==> src/rtl/alu_wb_pkg.sv <==
// Shared encodings for the ALU execute/write-back sequencer.
// Holds the opcode and FSM state enumerations used by the top level and the ALU core.
package alu_wb_pkg;

    typedef enum logic [2:0] {
        OP_ADD  = 3'b000,
        OP_SUB  = 3'b001,
        OP_AND  = 3'b010,
        OP_OR   = 3'b011,
        OP_XOR  = 3'b100,
        OP_SLT  = 3'b101,
        OP_SLL  = 3'b110,
        OP_ADDI = 3'b111
    } op_e;

    typedef enum logic [1:0] {
        S_IDLE  = 2'd0,
        S_READ  = 2'd1,
        S_EXEC  = 2'd2,
        S_WRITE = 2'd3
    } state_e;

endpackage

==> src/rtl/alu_core.sv <==
// Purely combinational ALU: (op, a, b, imm) -> y.
// The 16-bit immediate is sign-extended and used only by ADDI, which ignores b.
module alu_core
    import alu_wb_pkg::*;
#(
    parameter int DATA_W = 32
) (
    input  op_e               op,
    input  logic [DATA_W-1:0] a,
    input  logic [DATA_W-1:0] b,
    input  logic [15:0]       imm,
    output logic [DATA_W-1:0] y
);

    logic [DATA_W-1:0] imm_ext;

    assign imm_ext = {{(DATA_W-16){imm[15]}}, imm};

    // NOTE: y gets a default before the case so no path can infer a latch.
    always_comb begin
        y = '0;
        unique case (op)
            OP_ADD:  y = a + b;
            OP_SUB:  y = a - b;
            OP_AND:  y = a & b;
            OP_OR:   y = a | b;
            OP_XOR:  y = a ^ b;
            OP_SLT:  y = {{(DATA_W-1){1'b0}}, ($signed(a) < $signed(b))};
            OP_SLL:  y = a << b[4:0];
            OP_ADDI: y = a + imm_ext;
        endcase
    end

endmodule

==> src/rtl/alu_writeback_seq.sv <==
// Four-state execute/write-back sequencer driving a 32x32 register file.
// IDLE accepts, READ captures operands, EXEC computes, WRITE drives one registered write.
module alu_writeback_seq
    import alu_wb_pkg::*;
#(
    parameter int DATA_W  = 32,
    parameter int ADDR_W  = 5,
    parameter int CNT_W   = 16,
    parameter int ZERO_RO = 1
) (
    input  logic              clk,
    input  logic              reset,
    input  logic              instr_valid,
    output logic              instr_ready,
    input  logic [2:0]        op,
    input  logic [ADDR_W-1:0] rs,
    input  logic [ADDR_W-1:0] rt,
    input  logic [ADDR_W-1:0] rd,
    input  logic [15:0]       imm,
    output logic [ADDR_W-1:0] rf_rs,
    output logic [ADDR_W-1:0] rf_rt,
    input  logic [DATA_W-1:0] rf_reg_s,
    input  logic [DATA_W-1:0] rf_reg_t,
    output logic [ADDR_W-1:0] rf_rd,
    output logic [DATA_W-1:0] rf_write_data,
    output logic              rf_reg_write,
    output logic              done,
    output logic [DATA_W-1:0] result,
    output logic [CNT_W-1:0]  retired
);

    state_e            state_q, state_d;
    op_e               op_q;
    logic [ADDR_W-1:0] rd_q;
    logic [15:0]       imm_q;
    logic [DATA_W-1:0] op_a, op_b;
    logic [DATA_W-1:0] alu_y;
    logic              wr_en;

    alu_core #(.DATA_W(DATA_W)) u_alu (
        .op  (op_q),
        .a   (op_a),
        .b   (op_b),
        .imm (imm_q),
        .y   (alu_y)
    );

    assign instr_ready = (state_q == S_IDLE);
    assign wr_en       = !((ZERO_RO != 0) && (rd_q == '0));

    always_comb begin
        state_d = state_q;
        unique case (state_q)
            S_IDLE:  if (instr_valid) state_d = S_READ;
            S_READ:  state_d = S_EXEC;
            S_EXEC:  state_d = S_WRITE;
            S_WRITE: state_d = S_IDLE;
        endcase
    end

    // NOTE: all state uses non-blocking assignments so every register samples pre-edge values.
    always_ff @(posedge clk) begin
        if (reset) begin
            state_q       <= S_IDLE;
            op_q          <= OP_ADD;
            rd_q          <= '0;
            imm_q         <= '0;
            op_a          <= '0;
            op_b          <= '0;
            rf_rs         <= '0;
            rf_rt         <= '0;
            rf_rd         <= '0;
            rf_write_data <= '0;
            rf_reg_write  <= 1'b0;
            done          <= 1'b0;
            result        <= '0;
            retired       <= '0;
        end else begin
            state_q      <= state_d;
            rf_reg_write <= 1'b0;
            done         <= 1'b0;
            unique case (state_q)
                S_IDLE: begin
                    if (instr_valid) begin
                        op_q  <= op_e'(op);
                        rd_q  <= rd;
                        imm_q <= imm;
                        rf_rs <= rs;
                        rf_rt <= rt;
                    end
                end
                S_READ: begin
                    op_a <= rf_reg_s;
                    op_b <= rf_reg_t;
                end
                // Write-back signals are loaded here so they are already stable throughout WRITE.
                S_EXEC: begin
                    result        <= alu_y;
                    rf_write_data <= alu_y;
                    rf_rd         <= rd_q;
                    rf_reg_write  <= wr_en;
                    done          <= 1'b1;
                    retired       <= retired + CNT_W'(1);
                end
                S_WRITE: ;
            endcase
        end
    end

endmodule

==> config.mk <==
export PLATFORM = sky130hd
export DESIGN_NAME = alu_writeback_seq
export DESIGN_NICKNAME = d
export VERILOG_FILES = /design/src/rtl/alu_wb_pkg.sv /design/src/rtl/alu_core.sv /design/src/rtl/alu_writeback_seq.sv
export SDC_FILE = /design/constraint.sdc
export NUM_CORES = 1
export LEC_CHECK = 0
export ABC_AREA = 1
export BUFFER_PORTS_ARGS = -buffer_cell sky130_fd_sc_hd__buf_4
export CAP_MARGIN = 10
export CORE_UTILIZATION = 40
export CTS_CLUSTER_SIZE = 16
export DETAILED_ROUTE_END_ITERATION = 12
export PLACE_DENSITY = 0.7
export RECOVER_POWER = 100
export SLEW_MARGIN = 20
export SYNTH_ARGS = -nofsm -noshare
export SYNTH_HDL_FRONTEND = slang
export SYNTH_SLANG_ARGS = --single-unit
==> constraint.sdc <==
create_clock -name clk -period 5.3 [get_ports clk]
set_input_delay 0.795 -clock clk [delete_from_list [all_inputs] [get_ports clk]]
set_output_delay 0.795 -clock clk [all_outputs]
set_load 0.02 [all_outputs]
Yosys cells after proc, flatten, opt, wreduce, memory -nomap -nowiden
Index checks and enable logic that the tools add are counted. W data, S select, Z words.

Reduce and logical (&&, ||, !) cells: 6. Bitwise gates (word level): 4. Equal/unequal tests: 11. Multiplexer cells: 4. Shift operators: 1. $add $sub $neg: 4. Order comparisons: 1.

Operators by type and width (count): $pmux W32 S8 (1); $add A32 B32 Y32 (2); $and A32 B32 Y32 (1); $lt A32 B32 Y1 (1); $or A32 B32 Y32 (1); $shl A32 B5 Y32 (1); $sub A32 B32 Y32 (1); $xor A32 B32 Y32 (1); $add A16 B1 Y16 const B (1); $eq A3 B3 Y1 const B (4); $pmux W2 S4 (1); $eq A3 B2 Y1 const B (2); $logic_not A5 Y1 (1); $eq A2 B2 Y1 const B (2); $eq A3 B1 Y1 const B (1); $logic_not A3 Y1 (1); $eq A2 B1 Y1 const B (1); $logic_not A2 Y1 (1); $mux W2 (1); $ne A2 B2 Y1 const B (1); $reduce_and A2 Y1 (1); $reduce_or A2 Y1 (1); $logic_not A1 Y1 (1); $mux W1 (1); $not A1 Y1 (1).

Logic and storage cells: 44. Bits in registers: 155. Output and inout bits: 98. Input port bits: 101.

Depth between registers and ports, before layout
Depth after elaboration: 3. Mapped depth: 22. Mapped depth without buffers: 20.

Hierarchy
A second synthesis with hierarchy kept.

Cell total of the unflattened synthesis: 2366. Area total of the unflattened synthesis: 14293.7 µm².

By module, submodules not included: alu_core (cells each 1618, times used 1, area each 8425.6 µm², seq. area each 0.0 µm²); alu_writeback_seq (cells each 748, times used 1, area each 5868.1 µm², seq. area each 3103.0 µm²).

Least setup slack after synthesis
No wires, ideal clock.

Path type: register to register. From: reg op_q[1]. To: reg result[22]. Data required time: 5.183 ns. Cell stages (with the launch flop): 21. Setup time: 0.117 ns. Path slack: 2.386 ns. Arrival time: 2.797 ns. Period minus slack after synthesis: 2.914 ns. Buffers on the path: 2. Cell sequence: dfxtp_1 nand2_1 nor2_4 clkbuf_1 clkbuf_1 o21ai_0 ha_1 fa_1 nand2_1 nand2_1 nand3_1 nand2_1 nand2_1 nand2_1 nand2_1 nand2_1 xor2_1 nand2_1 nand2_1 nor2_1 nor2_1.

Cells in the longest elaborated chain, start to end: 2. Elaborated cells on any way between the ends: 9. Those cells by class: 7 x eq/ne; 1 x mux; 1 x reduce/logical.

RTL lines: start, declared (line alu_writeback_seq.sv:33) `op_e op_q;`; start signal, assigned (line alu_writeback_seq.sv:85) `op_q <= op_e'(op);`; $eq A3 B3 Y1, or another cell as far along (line alu_core.sv:22) `unique case (op)`; $pmux W32 S8 (*) (line alu_core.sv:22); end signal, assigned (line alu_writeback_seq.sv:98) `result <= alu_y;`; end, declared (line alu_writeback_seq.sv:28) `output logic [DATA_W-1:0] result,`.

Mark *: on every way between the ends. The rest lies on a longest branch, timed or not. A chain may end at the register's enable or synchronous reset.

==> metrics.md <==
| Metric | Value |
|---|---|
| DR top layer | `met4` |
| DRT iter0 DRCs | `1423` |
| CTS buffer count | `17` |
| Ys Warns | `0` |
| Clock Pin Slew Worst Setup and Hold Paths | `0.08 ns` |
| Vias/cell | `5.41` |
| ANT cells | `0` |
| Largest net degree at the start of global routing | `70` |
| Met1 Wirelength | `26.8 mm` |
| Post_cts resized | `0` |
| Critical Path Source Type | `input pin` |
| Final setup TNS | `0 ns` |
| Seq cells post-synth | `155` |
| Worst-margin pin slew | `2.00 ns` |
| Rel. slew slack | `-0.343` |
| Outcome | `finished with violations` |
| Crit end category | `flip-flop` |
| Die area | `0.0357 mm^2` |
| DP Cell Count | `2865` |
| Failing checks | `capacitance limit, slew limit` |
| First-pass GRT wire length | `83.1 mm` |
| Fin Clk Skew | `0.0179 ns` |
| Die width | `189 um` |
| Core Area | `0.0345 mm^2` |
| Final Wtd Congestion | `0.976` |
| Register area | `0.00310 mm^2` |
| Initial Util | `0.406` |
| Gr ovfl total | `0` |
| Syn avg cell area | `6.02 um^2` |
| Share of layout cells above drive strength 1 | `0.0692` |
| Maximum vdd drop | `0.359 mV` |
| Routed wire length | `55.8 mm` |
| RSZ-0062 raised after global routing | `no` |
| Final setup vio count | `0` |
| Filler cells | `3901` |
| IO Pins | `199` |
| Max-slew violation count | `81` |
| Clk sinks | `155` |
| Vias | `15682` |
| Final nets | `2664` |
| Period Utilization, post-route | `0.734` |
| Die Height | `189 um` |
| Area Growth Syn to Fin | `12.3%` |
| Synth Flop Type | `dfxtp_1` |
| PortBufs | `198` |
| Antenna violations before repair | `0` |
| Met2 routed WL | `24.1 mm` |
| Routed wl met3 | `3.90 mm` |
| Req. time, crit path | `5.63 ns` |
| Final min period | `3.89 ns` |
| Maximum clock frequency | `0.257 GHz` |
| Hold crit path type | `reg -> reg` |
| Clock Tree Buf Depth | `2` |
| Leakage | `7.62 nW` |
| Final Core Density | `0.456` |
| Synth Net Count | `2560` |
| Total of max-cap violations | `2` |
| Post-CTS Setup Inserts | `0` |
| Setup Crit Path Kind | `in -> reg` |
| Endpoints failing hold | `0` |
| CTS Hold Bufs | `0` |
| Synth Cell Area | `0.0140 mm^2` |
| Post-synth EDFFs | `0` |
| First drt pass iteration count | `6` |
| Htree depth | `4` |
| Worst Path Arrival | `4.22 ns` |
| Clock Root Buffer | `clkbuf_16` |
| Final ANT Viol Nets | `0` |
| DRC viols | `0` |
| CP Max Fanout | `56` |
| Syn Inst Count | `2325` |
| Post-synth cell types | `50` |
| TritonCTS clock tree | `done` |
| Async S/R FF share, synth | `0` |
| DP HPWL | `44.9 mm` |
| Register area share after synthesis | `0.222` |
| # rows | `68` |
| GR Util All Layers | `0.308` |
| Fin cells | `2897` |
| Clk Latency, worst-skew pair | `0.46 ns` |
| Wire per inst | `19.3 um` |
| Pwr dens | `694 mW/mm^2` |
| Area occupied by multi-input gates | `0.00902 mm^2` |
| Vias in the first global route | `14156` |
-- cells by family after synthesis --
kind of cell	synth area share
flip-flops	0.222
adder cells (fa/ha/maj)	0.121
AO/OA/AOI/OAI	0.197
buffers and inverters	0.133
XOR/XNOR	0.00814
AND/OR/NAND/NOR	0.319
-- critical path, cell delays in order --
cell and delay, ns:
buf_4 0.23, clkinvlp_2 1.58, clkbuf_1 0.98, o21ai_0 0.50, a21oi_1 0.08
-- cell type report --
type                       instances  share of cell area
tap                              455              0.0362
timing repair buffer             212              0.0771
multi-input combinational       1726               0.574
clock buffer                      18              0.0279
inverter                         317              0.0759
sequential                       155               0.198
clock inverter                    14              0.0110
-- layer usage --
metal / GRT usage / vias to the layer above
met3: 0.0393 / 49
met1: 0.449 / 7311
met2: 0.473 / 573
met5: 0 / -
li1: - / 7749
met4: 0.0779 / 0
-- cell usage in the layout, fill, tap and decap left out, drive strengths merged, types with 2 or more instances in the layout --
cell      netlist  layout
o211ai         22      22
or2             3       3
a221oi         16      16
o22ai           8       8
nand2         555     555
o21ai         243     243
o21bai         15      15
a31oi           5       5
buf            73     111
nor3b           2       2
a21oi         174     174
nand3         193     193
nor2          269     269
and2            5       5
nand3b          3       3
inv           316     323
clkbuf         54     119
o2111ai         2       2
ha            132     132
xor2           12      12
fa              2       2
nand4          23      23
o21a            4       4
nor3           25      25
o221ai          3       3
o211a           2       2
and3            2       2
dfxtp         155     155
clkinv          1       5
clkinvlp        0       2
-- path summary, 6_finish.rpt --
check        cells past startpoint           to  slack [ns]         from
min                              2  retired[15]        0.47  retired[15]
max                              5     op_b[15]        1.41        reset
min reg2reg                      2  retired[15]        0.47  retired[15]
max reg2reg                     16   result[25]        1.54      op_q[2]
-- synthesized netlist by cell type, drive strengths merged, types with 3 or more instances --
cell    instances  area (um^2)
a21oi         174          893
a221oi         16          140
a31oi           5         31.3
and2            5         31.3
buf            73          470
clkbuf         54          203
dfxtp         155         3100
ha            132         1650
inv           316         1190
nand2         555         2090
nand3         193          976
nand3b          3         22.5
nand4          23          144
nor2          269         1020
nor3           25          130
o211ai         22          180
o21a            4         30.0
o21ai         243         1220
o21bai         15          113
o221ai          3         26.3
o22ai           8         50.1
or2             3         18.8
xor2           12          105
-- flip-flops by register name (all words and copies together), names as in the netlist --
| name | flops |
|---|---|
| op_a | 32 |
| op_b | 32 |
| result | 32 |
| imm_q | 16 |
| retired | 16 |
| rd_q | 5 |
| rf_rd | 5 |
| rf_rs | 5 |
| rf_rt | 5 |
| op_q | 3 |
| state_q | 2 |
| done | 1 |
| rf_reg_write | 1 |
-- report_power, final --
group,internal (mW),switching (mW)
clock,0.691,0.620
sequential,1.57,0.520
combinational,2.18,5.34
-- metrics by stage --
| stage | setup slack, ns | area (um^2) | power (mW) | hold WS (ns) |
|---|---|---|---|---|
| finish | 1.41 | 15700 | 10.9 | 0.467 |
| global route | 1.12 | 15700 | 11.8 | 0.489 |
| CTS | 1.82 | 16100 | 11.0 | 0.473 |
| detailed placement | 1.85 | 15500 | 9.64 | 0.464 |
| global placement | 1.80 | 15500 | 9.61 | 0.457 |
| floorplan | 2.39 | 14000 | 7.25 | 0.448 |
No activity file was read; power rests on OpenSTA's default activity.
